[src/rtl/mod47_pkg.sv]
// Shared mod-47 definitions: modulus, residue width and reducer state encoding.
// Also used by the downstream LUT stages for residue width.
package mod47_pkg;

  localparam int MODULUS   = 47;
  localparam int RES_W     = 6;
  localparam int RADIX_RES = 17;   // 64 mod 47

  typedef enum logic {
    ACC  = 1'b0,
    HOLD = 1'b1
  } state_t;

  typedef logic [RES_W-1:0] res_t;

endpackage

[src/rtl/mod47_step.sv]
// One Horner step of a mod-47 reduction: res = (64*acc + d) mod 47, purely combinational.
// Zero latency; no handshake, the caller owns flow control.
module mod47_step
  import mod47_pkg::*;
(
  input  logic [RES_W-1:0] acc,
  input  logic [5:0]       d,
  output logic [RES_W-1:0] res
);

  // Sized for any 6-bit acc (17*63 + 63 = 1134), not only reduced ones.
  localparam int SUM_W = 11;
  // Reciprocal multiply: ceil(2^16/47) = 1395 gives an exact quotient for sums below 2259.
  localparam int SHIFT = 16;
  localparam int RECIP = 1395;
  localparam int PROD_W = SUM_W + 11;

  logic [SUM_W-1:0] sum;
  logic [4:0]       quot;

  always_comb begin
    sum  = SUM_W'(RADIX_RES) * SUM_W'(acc) + SUM_W'(d);
    quot = 5'((PROD_W'(sum) * PROD_W'(RECIP)) >> SHIFT);
    res  = RES_W'(sum - SUM_W'(quot) * SUM_W'(MODULUS));
  end

endmodule

[src/rtl/mod47_serial_reducer.sv]
// Reduces a CHUNKS x 6-bit MSB-first operand to its residue mod 47; residue valid the cycle after the last chunk.
// Holds the residue (in_ready low) until out_ready; one chunk per cycle otherwise.
module mod47_serial_reducer
  import mod47_pkg::*;
#(
  parameter int CHUNKS = 50,
  parameter int CNT_W  = $clog2(CHUNKS + 1)
) (
  input  logic             clk,
  input  logic             rst,
  input  logic             in_valid,
  output logic             in_ready,
  input  logic [5:0]       in_data,
  output logic             out_valid,
  input  logic             out_ready,
  output logic [RES_W-1:0] out_data
);

  state_t           state, state_nxt;
  logic [RES_W-1:0] acc, acc_nxt;
  logic [RES_W-1:0] res_q, res_nxt;
  logic [RES_W-1:0] step_res;
  logic [CNT_W-1:0] cnt, cnt_nxt;
  logic             take;
  logic             last;

  mod47_step u_step (
    .acc (acc),
    .d   (in_data),
    .res (step_res)
  );

  // Outputs decode from state only; rst just masks in_ready during reset.
  assign in_ready  = (state == ACC) && !rst;
  assign out_valid = (state == HOLD);
  assign out_data  = res_q;

  assign take = in_valid && in_ready;
  assign last = (cnt == CNT_W'(CHUNKS - 1));

  always_comb begin
    state_nxt = state;
    acc_nxt   = acc;
    cnt_nxt   = cnt;
    res_nxt   = res_q;
    case (state)
      ACC: begin
        if (take) begin
          if (last) begin
            res_nxt   = step_res;
            acc_nxt   = '0;
            cnt_nxt   = '0;
            state_nxt = HOLD;
          end else begin
            acc_nxt = step_res;
            cnt_nxt = cnt + CNT_W'(1);
          end
        end
      end
      HOLD: begin
        if (out_ready) begin
          state_nxt = ACC;
        end
      end
      default: state_nxt = ACC;
    endcase
  end

  always_ff @(posedge clk) begin
    if (rst) begin
      state <= ACC;
      acc   <= '0;
      cnt   <= '0;
      res_q <= '0;
    end else begin
      state <= state_nxt;
      acc   <= acc_nxt;
      cnt   <= cnt_nxt;
      res_q <= res_nxt;
    end
  end

endmodule

[config.mk]
export PLATFORM = sky130hd
export DESIGN_NAME = mod47_serial_reducer
export DESIGN_NICKNAME = d
export VERILOG_FILES = /design/src/rtl/mod47_pkg.sv /design/src/rtl/mod47_step.sv /design/src/rtl/mod47_serial_reducer.sv
export SDC_FILE = /design/constraint.sdc
export NUM_CORES = 1
export LEC_CHECK = 0
export BUFFER_PORTS_ARGS = -buffer_cell sky130_fd_sc_hd__buf_2
export CAP_MARGIN = 20
export CORE_ASPECT_RATIO = 0.6
export CORE_MARGIN = 5
export CORE_UTILIZATION = 51
export CTS_CLUSTER_DIAMETER = 100
export DETAILED_ROUTE_END_ITERATION = 10
export PLACE_DENSITY = 0.64
export SLEW_MARGIN = 20
export SYNTH_ARGS = -nofsm -noshare
export SYNTH_HDL_FRONTEND = slang
export SYNTH_HIERARCHICAL = 1
export SYNTH_SLANG_ARGS = --single-unit
[constraint.sdc]
create_clock -name clk -period 33.6 [get_ports clk]
set_clock_uncertainty 0.2 [all_clocks]
set_input_delay 6.72 -clock clk [delete_from_list [all_inputs] [get_ports clk]]
set_output_delay 6.72 -clock clk [all_outputs]
set_load 0.05 [all_outputs]
Word-level counts from Yosys, hierarchy flattened
Index checks and enable logic that the tools add are counted.
- add/subtract/negate cells: 3
- multiply operators: 3
- equality and inequality tests: 1
- multiplexer cells: 6
- bitwise gates (word level): 1
- reductions and logical operators: 5
- operators with widths (cell ; count):
    $mul A11 B11 Y21 const B ; 1
    $mux W6 ; 2
    $add A11 B6 Y11 ; 1
    $mul A5 B6 Y11 const A ; 1
    $add A6 B1 Y6 const B ; 1
    $eq A6 B6 Y1 const B ; 1
    $mul A5 B6 Y6 const B ; 1
    $sub A6 B6 Y6 ; 1
    $mux W1 ; 3
    $reduce_and A3 Y1 ; 1
    $logic_and A1 B1 Y1 ; 2
    $pmux W1 S2 ; 1
    $reduce_and A2 Y1 ; 1
    $logic_not A1 Y1 ; 1
    $not A1 Y1 ; 1
- register bits: 19
- input bits: 10
- output and inout port bits: 8
- logic and storage cells: 23

Longest topological paths before layout
Gate-level depths: netlist (run 1).
- depth in word-level cells: 6
- mapped depth: 37
- gate-level depth less buffers: 37

Hierarchy
Netlist (run 1), hierarchy kept.
- by module, submodules not included (module ; times used ; cells each ; area each (µm²) ; sequential area each (µm²)):
    mod47_step ; 1 ; 318 ; 3066.7 ; 0.0
    mod47_serial_reducer ; 1 ; 97 ; 870.8 ; 380.4

Worst setup path after synthesis (run 1)
Ideal clock, no wire load.
- path kind: in2reg
- start: input port in_data[5]
- end: register res_q[5] (netlist: out_data[5])
- setup time: 0.121 ns
- data arrival time: 15.306 ns
- data required time: 33.279 ns
- slack: 17.974 ns
- cell stages on the path: 33
- buffers on the path: 0
- path through: ha_1 -> ha_1 -> fa_1 -> ha_1 -> inv_1 -> o21bai_1 -> a21o_2 -> and2_0 -> a311o_1 -> ha_1 -> fa_1 -> fa_1 -> fa_1 -> ha_1 -> ha_1 -> a21oi_1 -> o21a_1 -> o2bb2ai_1 -> or3_1 -> a21oi_1 -> o21ai_0 -> xnor2_1 -> fa_1 -> fa_1 -> fa_1 -> inv_1 -> ha_1 -> o21ai_0 -> nand2b_1 -> o31ai_1 -> o21ai_1 -> xnor2_1 -> mux2_2
- word-level cells in the longest chain between the ends: 4
- ends and longest elaborated chain (what ; line ; text):
    from (decl) ; mod47_serial_reducer.sv:13 ; input logic [5:0] in_data,
    $add A11 B6 Y11 * ; mod47_step.sv:22 ; sum = SUM_W'(RADIX_RES) * SUM_W'(acc) + SUM_W'(d);
    $mul A11 B11 Y21 ; mod47_step.sv:23 ; quot = 5'((PROD_W'(sum) * PROD_W'(RECIP)) >> SHIFT);
    $mul A5 B6 Y6 ; mod47_step.sv:24 ; res = RES_W'(sum - SUM_W'(quot) * SUM_W'(MODULUS));
    $sub A6 B6 Y6 * ; mod47_step.sv:24 ;
    net step_res[5] ; mod47_serial_reducer.sv:22 ; logic [RES_W-1:0] step_res;
    to (signal assigned) ; mod47_serial_reducer.sv:79 ; res_q <= res_nxt;
    to (decl) ; mod47_serial_reducer.sv:21 ; logic [RES_W-1:0] res_q, res_nxt;
The timed path passes the listed nets; every way through them passes the cells marked *.
A chain may end at the register's enable or synchronous reset.

Final worst setup path (run 1)
- start: input port in_data[5]
- end: register acc[5]
- word-level cells in the longest chain between the ends: 5
- ends and longest elaborated chain (what ; line ; text):
    $add A11 B6 Y11 * ; mod47_step.sv:22 ;
    $mul A11 B11 Y21 ; mod47_step.sv:23 ;
    $mul A5 B6 Y6 ; mod47_step.sv:24 ;
    $sub A6 B6 Y6 * ; mod47_step.sv:24 ;
    net step_res[5] ; mod47_serial_reducer.sv:22 ;
    $mux W6 * ; mod47_serial_reducer.sv:49 ; if (last) begin
    to (signal assigned) ; mod47_serial_reducer.sv:77 ; acc <= acc_nxt;
    to (decl) ; mod47_serial_reducer.sv:20 ; logic [RES_W-1:0] acc, acc_nxt;
Marks and branches as above.

==> impl_results.md, run 1 <==
* H-tree depth at 1
* Clock buffer depth at 2
* XOR/XNOR share of the synthesized area at around 7%
* Global-route wire length before repair at around 14000 um
* Vias in the first global route at 2845
* Post-Route Utilization at ~57%
* Status: finished, final reports clean
* Dpl cells at 530
* Period utilization at 48.3%
* HP Class: reg2reg
* DRT iter0 DRCs at 124
* Maxcap violations at 0
* Reg clk slew, reported paths at roughly 0.060 ns
* CTS sink cnt at 19
* Die Y at 78.1 um
* Syn Area/Cell at around 9.5 um2
* Initial core utilization at 53.3%
* Vias/cell at 5.30
* Hold-fix buffers, CTS at 0
* Final setup viols at 0
* Worst Setup End Kind: flop
* Post-route cell area at roughly 0.0042 mm2
* Total routed wirelength at approximately 8500 um
* Adder-cell share of the synthesized area at 54.3%
* # IOs at 18
* Placer Congestion at 0.867
* TritonCTS clock tree: built
* Post-DP Area at around 0.0041 mm2
* Die area at 0.00964 mm2
* DR pass1 iterations at 4
* Residual DRC at 0
* IO buf count at 17
* Via count at about 2800
* CTS buffer count at 3
* Wire length per cell at 15.9 um
* Largest family of logic cells by synthesized area: adder cells
* Max-slew violation count at 0
* Core area at 0.00739 mm2
* Syn Std Cell Area at 0.00394 mm2
* Worst slew pin tran at approximately 0.96 ns
* Yosys reg bits at 19
* CTS resizes at 0
* Worst slew margin at between 30% and 40%
* Sequential share of the synthesized area at under 10%
* Antenna diode count at 0
* Fmax at roughly 62 MHz
* Cell Count, Final, Fillers Out at approximately 530
* CP Class: in2reg
* Post-Synth Simple-Gate Area at 7.98%
* Num rows at 24
* Die width at ~120 um
* Synth top area share at about a third
* Later-pin clock latency in the skew report at ~0.26 ns
* Post-Syn Instances at roughly 420
* Routed Antenna Nets at 0
* Root Driver: clkbuf_16
* Top cells by area, synth: ha_1 32%, fa_1 22%, dfxtp_1 9.7%
* GR Overflow Total at 0
* Area grow syn2layout at 6.80%
* Post-synth top area cell: ha_1
* Crit-path max FO at 6
* Worst path max stage delay at roughly 0.56 ns
* RSZ-0062 raised after global routing: false
* Post-CTS Setup Bufs at 0
* Largest net degree at the start of global routing at 21
* Synth cell types at 48
* Detailed placer's ending HPWL at 7480 um
* Syn_nets at 570
* Initial antenna violation count at 0
* Cell repeated most along the worst path: fa_1
* Layout cells sized above 1 at under 10%
* Critical Path Start Type: input port
* Crit path max-delay cell type: xnor2_1
* Worst Path Required at 33.59 ns
* Synth Area in Compound Gates at between 10% and 20%
* Gr usage total at a little under a fifth
* Main synth FF type: dfxtp_1
* Final hold vios at 0
* Multiplexer area fraction after synthesis at under 10%
* Critical Path AT at between 15 and 20 ns
* Final TNS setup at 0 ns
* Final nets at 586
* Asr flop ratio synth at 0%
* Final Critical Period at approximately 16 ns
* Post-synth EDFFs at 0
* Warning count from the yosys run at 6
-- cell families (layout without fill, tap and decap cells) --
group / after synthesis / in the layout
buffers and inverters: 91 / 106
AO/OA/AOI/OAI: 65 / 65
XOR/XNOR: 32 / 32
adder cells (fa/ha/maj): 145 / 145
AND/OR/NAND/NOR: 58 / 58
multiplexers: 5 / 5
flip-flops: 19 / 19
-- sequential cells by signal, indices dropped and copies added, names as in the netlist --
register,cells
out_valid,1
cnt,6
acc,6
out_data,6
-- routing by layer --
layer | vias to the layer above | share of wire (%) | track usage (%)
met2 | 61 | 38 | 25.1
met4 | 0 | 0.28 | 1.33
met5 | - | 0 | 0
met1 | 1344 | 54 | 30.6
met3 | 2 | 8.3 | 5.60
li1 | 1423 | - | -
-- cell usage in the layout (no fill, tap or decap), drive strengths merged, types with 2 or more instances in the layout --
master,n
a211o,2
a21o,6
a21oi,24
and2,2
buf,18
clkbuf,3
dfxtp,19
fa,43
ha,102
inv,84
mux2,4
nand2,17
nand3,10
nand4,6
nor2,8
nor2b,4
nor3,2
o211a,2
o211ai,5
o21a,2
o21ai,11
o21bai,3
o31ai,4
or3,2
xnor2,22
xor2,10
-- cells in the mapped netlist, types with 2 or more instances --
cell	number
o211ai_1	5
o21ai_0	10
or3_1	2
a21o_1	5
clkbuf_1	4
nand2_1	17
fa_1	43
o211a_1	2
nor2b_1	4
nand4_1	6
o21bai_1	3
o31ai_1	4
nand3_1	10
dfxtp_1	19
o21a_1	2
inv_1	82
inv_2	2
a211o_1	2
xor2_1	10
nor2_1	8
mux2_2	4
ha_1	102
xnor2_1	22
a21oi_1	23
-- area by class of cell --
class	instances	area (um2)
clock buffer	3	75.1
timing repair buffer	18	92.6
clock inverter	1	5.00
multi-input combinational	305	3210
sequential	19	380
fill	665	3180
inverter	84	315
tap	104	130
-- per-stage QoR --
step                hold WS (ns)  worst slack, ns
detailed placement         0.264            17.06
CTS                        0.272            17.32
finish                     0.270            17.36
global placement           0.256            17.22
global route               0.294            16.78
floorplan                  0.254            17.97
-- critical path: cells and delay by family --
kind | cells | cell delay, ns
fa+ha+maj | 14 | 5.86
compound gates | 9 | 1.54
simple gates | 5 | 0.73
buf+inv | 7 | 0.51
xor+xnor | 3 | 0.89
-- final timing paths --
path | start | end | slack [ns] | depth (start not counted)
worst max-delay path | in_data[5] | acc[5]$_SDFFE_PP0P_ | 17.36 | 38
worst min-delay path | out_data[1]$_SDFFE_PP0P_ | out_data[1]$_SDFFE_PP0P_ | 0.27 | 2
worst max register to register | acc[5]$_SDFFE_PP0P_ | acc[5]$_SDFFE_PP0P_ | 23.48 | 37
worst min register to register | out_data[1]$_SDFFE_PP0P_ | out_data[1]$_SDFFE_PP0P_ | 0.27 | 2
Power of run 1 is not shown: default switching activity piles up to over one toggle a cycle in this logic, so the estimate is an artifact.
==> inputs of run 2 (changes only) <==
==> constraint.sdc (replaced) <==
create_clock -name clk -period 16.8 [get_ports clk]
set_clock_uncertainty 0.2 [all_clocks]
set_input_delay 3.36 -clock clk [delete_from_list [all_inputs] [get_ports clk]]
set_output_delay 3.36 -clock clk [all_outputs]
set_load 0.05 [all_outputs]
==> impl_results.md, run 2 (same netlist as run 1, synthesis figures left out) <==
* DRT iter0 DRCs at 136 (+9.7%)
* Total routed wirelength at 8490 um (about the same)
* Residual DRC at 0 (unchanged)
* Met2 usage at 25.6% (+0.43 points)
* Vias/cell at 5.29 (-0.14%)
* Later-pin clock latency in the skew report at 0.25 ns (about the same)
* Dpl ws at 3.55 ns (-13.51 ns)
* Critical Path AT at 13.03 ns (-3.21 ns)
* # IOs at 18 (unchanged)
* Maxcap violations at 0 (unchanged)
* TritonCTS clock tree: built
* Layout cells sized above 1 at 7.44% (unchanged)
* Placer Congestion at 0.864 (-0.38%)
* Area grow syn2layout at 6.80% (unchanged)
* Root Driver: clkbuf_16
* Worst slew pin tran at 0.898 ns (-0.0594 ns)
* CTS buffer count at 3 (unchanged)
* GR Overflow Total at 0 (unchanged)
* Die width at 123 um (unchanged)
* RSZ-0062 raised after global routing: false
* Worst path max stage delay at 0.58 ns (+0.02 ns)
* CTS sink cnt at 19 (unchanged)
* Final TNS setup at 0 ns (unchanged)
* Detailed placer's ending HPWL at 7580 um (+1.4%)
* Via count at 2826 (-0.14%)
* Antenna diode count at 0 (unchanged)
* Routed Antenna Nets at 0 (unchanged)
* Worst Path Required at 16.78 ns (-16.81 ns)
* Final Critical Period at ~13 ns
* Crit-path max FO at 6 (unchanged)
* Critical Path Start Type: input port
* CTS resizes at 0 (unchanged)
* Hold Slack at 0.272 ns (+0.00215 ns)
* Most frequent cells in the layout: 102 x ha_1, 82 x inv_1, 43 x fa_1
* Final setup viols at 0 (unchanged)
* Crit path max-delay cell type: xnor2_1
* IO buf count at 17 (unchanged)
* Hold-fix buffers, CTS at 0 (unchanged)
* Fmax at roughly 77 MHz
* Met1 Usage GRT at 31.9% (+1.2 points)
* Layer with the highest usage: met1
* CP Class: in2reg
* Cell repeated most along the worst path: fa_1
* Post-Route Utilization at 56.9% (unchanged)
* Crit path max-delay family: adder cells
* Die Y at 78.1 um (unchanged)
* HP Class: reg2reg
* Vias in the first global route at 2877 (+1.1%)
* Status: finished, final reports clean
* Max-slew violation count at 0 (unchanged)
* Final nets at 586 (unchanged)
* Largest net degree at the start of global routing at 21 (unchanged)
* Wire length per cell at 15.9 um (about the same)
* Fillers at 692 (+4.1%)
* Commonest non-fill, non-tap cell in the layout: ha_1
* Worst Setup End Kind: flop
* Period utilization at just under 80%
* Initial core utilization at 53.3% (unchanged)
* Post-CTS Setup Bufs at 0 (unchanged)
* M3 GR Usage at 3.88% (-1.7 points)
* DR pass1 iterations at 5 (+1)
* Core area at 0.00739 mm2 (unchanged)
* Global-route wire length before repair at 14600 um (+2.1%)
* Initial antenna violation count at 0 (unchanged)
* PnR worst setup slack at 3.76 ns (-13.60 ns)
* Clock buffer depth at 2 (unchanged)
* Die area at 0.00964 mm2 (unchanged)
* H-tree depth at 1 (unchanged)
* Num rows at 24 (unchanged)
* Final hold vios at 0 (unchanged)
* CP bufs+invs at 7 (unchanged)
* Worst slew margin at 39.9% (+4.0 points)
* Gr usage total at 19.0% (+0.14 points)
* Reg clk slew, reported paths at 0.06 ns (about the same)
## run 2: layer usage
| metal | part of all wire, % | wire length [um] | vias up |
|---|---|---|---|
| li1 | - | - | 1424 |
| met1 | 56 | 4740 | 1347 |
| met2 | 37 | 3180 | 53 |
| met3 | 6.6 | 558 | 2 |
| met4 | 0.19 | 16 | 0 |
| met5 | 0 | 0 | - |
## run 2: per-stage QoR
| step | std cells | instance area [um2] |
|---|---|---|
| 3_3_place_gp | 530 | 4130 |
| 3_5_place_dp | 530 | 4130 |
| 6_report | 534 | 4210 |
| 2_1_floorplan | 415 | 3940 |
| 4_1_cts | 534 | 4210 |
| 5_1_grt | 534 | 4210 |
## run 2: tightest hold or removal path, stage by stage (launching register included)
cell and delay, ns:
dfxtp_1 0.31, o31ai_1 0.06, a21oi_1 0.06
## run 2: path summary, 6_finish.rpt
check | cells past startpoint | slack, ns | endpoint | from
worst max-delay path | 38 | 3.76 | acc[5]$_SDFFE_PP0P_ | in_data[5]
worst min-delay path | 2 | 0.27 | out_data[2]$_SDFFE_PP0P_ | out_data[2]$_SDFFE_PP0P_
worst max register to register | 37 | 6.54 | acc[5]$_SDFFE_PP0P_ | acc[5]$_SDFFE_PP0P_
worst min register to register | 2 | 0.27 | out_data[2]$_SDFFE_PP0P_ | out_data[2]$_SDFFE_PP0P_
## run 2: layout make-up
| cell class | count | area [um2] | share of cell area [%] |
|---|---|---|---|
| Multi-Input combinational cell | 305 | 3210 | 76.3 |
| Timing Repair Buffer | 18 | 92.6 | 2.20 |
| Sequential cell | 19 | 380 | 9.04 |
| Clock buffer | 3 | 75.1 | 1.79 |
| Clock inverter | 1 | 5.00 | 0.119 |
| Inverter | 84 | 315 | 7.50 |
| Tap cell | 104 | 130 | 3.09 |
Power of run 2 is left out for the same reason.
==> inputs of run 3 (changes only) <==
--- a/config.mk
+++ b/config.mk
@@ -12,7 +12,7 @@
 export CORE_UTILIZATION = 51
 export CTS_CLUSTER_DIAMETER = 100
 export DETAILED_ROUTE_END_ITERATION = 10
-export PLACE_DENSITY = 0.64
+export PLACE_DENSITY = 0.67
 export SLEW_MARGIN = 20
 export SYNTH_ARGS = -nofsm -noshare
 export SYNTH_HDL_FRONTEND = slang
==> constraint.sdc (replaced) <==
create_clock -name clk -period 10.75 [get_ports clk]
set_clock_uncertainty 0.2 [all_clocks]
set_input_delay 2.15 -clock clk [delete_from_list [all_inputs] [get_ports clk]]
set_output_delay 2.15 -clock clk [all_outputs]
set_load 0.05 [all_outputs]
==> impl_results.md, run 3 (same netlist as run 1, synthesis figures left out) <==
* Status: finished, final reports clean
* Root Driver: clkbuf_16
* Initial antenna violation count at 0 (unchanged)
* IO buf count at 17 (unchanged)
* Fillers at 635 (-8.2%)
* Critical R2R Launch: acc[4]$_SDFFE_PP0P_
* Fmax at 94.3 MHz
* Sequential cell area at 380 um2 (unchanged)
* Crit-path max FO at 4 (-2)
* Global-route wire length before repair at 15500 um (+5.6%)
* Area grow syn2layout at 24.5%
* Most frequent cells in the layout: 81 x ha_1, 78 x inv_1, 41 x fa_1
* Commonest non-fill, non-tap cell in the layout: ha_1
* Reg clk slew, reported paths at 0.05 ns (about the same)
* Largest net degree at the start of global routing at 21 (unchanged)
* RSZ-0062 raised after global routing: true
* Layout cells sized above 1 at 25.3% (+18 points)
* Area of the multi-input gates at 0.00360 mm2 (+12%)
* H-tree depth at 1 (unchanged)
* Later-pin clock latency in the skew report at 0.26 ns (about the same)
* Final nets at 626 (+6.8%)
* Routed Antenna Nets at 0 (unchanged)
* Worst Path Required at 10.74 ns (-6.04 ns)
* Vias/cell at 5.29 (about the same)
* Final Critical Period at between 10 and 15 ns
* Worst path max stage delay at 0.57 ns (about the same)
* DRT iter0 DRCs at 226 (+66%)
* Final setup viols at 0 (unchanged)
* Vias in the first global route at 3176 (+10%)
* DR pass1 iterations at 4 (-1)
* Final TNS setup at 0 ns (unchanged)
* Via count at 3037 (+7.5%)
* Worst slew pin tran at 0.678 ns (-0.220 ns)
* Critical Path Start Type: input port
* CP Class: in2reg
* CP bufs+invs at 3 (-4)
* Residual DRC at 0 (unchanged)
* Clock buffer depth at 2 (unchanged)
* CP startpoint: in_data[5]
* Initial core utilization at 53.3% (unchanged)
* Die width at 123 um (unchanged)
* Num rows at 24 (unchanged)
* GR Overflow Total at 0 (unchanged)
* Crit path max-delay cell type: fa_1
* Maxcap violations at 0 (unchanged)
* Worst slew margin at 54.8% (+15 points)
* Critical Path AT at 10.60 ns (-2.43 ns)
* Core area at 0.00739 mm2 (unchanged)
* Antenna diode count at 0 (unchanged)
* Min-Delay Startpoint: out_data[1]$_SDFFE_PP0P_
* # IOs at 18 (unchanged)
* Die area at 0.00964 mm2 (unchanged)
* CTS sink cnt at 19 (unchanged)
* Crit path max-delay family: adder cells
* Period utilization at 98.7%
* Placer Congestion at 0.824 (-4.6%)
* Gr usage total at 20.2% (+1.3 points)
* CTS buffer count at 3 (unchanged)
* Total routed wirelength at 9440 um (+11%)
* Wire length per cell at 16.4 um (+3.4%)
* Die Y at 78.1 um (unchanged)
* HP Class: reg2reg
* TritonCTS clock tree: built
* Worst Setup End Kind: flop
* Detailed placer's ending HPWL at 7710 um (+1.7%)
* Final hold vios at 0 (unchanged)
* Max-slew violation count at 0 (unchanged)
[run 3: tightest hold or removal path, stage by stage, from the launching register on]
cell and delay [ns]:
dfxtp_1 0.30, o31ai_1 0.06, a21oi_1 0.06
[run 3: metrics by stage]
stage / hold slack [ns] / std cells / setup WS (ns) / util (%) / instance area, um2
2_1_floorplan: 0.254 / 415 / 0.0366 / - / 4000
3_3_place_gp: 0.254 / 562 / -0.249 / 59.9 / 4430
3_5_place_dp: 0.264 / 562 / -0.387 / 59.9 / 4430
4_1_cts: 0.271 / 573 / -0.0878 / 62.8 / 4640
5_1_grt: 0.298 / 574 / -0.175 / 66.4 / 4900
6_report: 0.266 / 574 / 0.142 / 66.4 / 4900
[run 3: per-layer routing]
metal	track usage (%)	vias up	wire length, um
met3	3.09	5	496
met4	2.65	0	40
met5	0	-	0
li1	-	1504	-
met2	29.6	72	4120
met1	32.0	1456	4780
[run 3: final cells by class]
type	count	share of cell area, %
sequential	19	7.76
tap	104	2.65
inverter	84	6.43
timing repair buffer	58	8.22
multi-input combinational	305	73.3
clock buffer	4	1.61
[run 3: timing repair]
action / 4_1_cts / 5_1_grt
cloned: 0 / 0
hold buffers: 0 / 0
gates resized for setup: 16 / 31
buffers inserted: 7 / 1
pin swaps: 37 / 43
endpoints found under the setup margin: 2 / 6
[run 3: path summary, 6_finish.rpt]
path	cells after the start	endpoint	slack [ns]
hold reg to reg	2	out_data[1]$_SDFFE_PP0P_	0.27
setup / recovery	35	acc[5]$_SDFFE_PP0P_	0.14
hold / removal	2	out_data[1]$_SDFFE_PP0P_	0.27
setup reg to reg	34	acc[5]$_SDFFE_PP0P_	1.55
Power of run 3 is left out for the same reason.
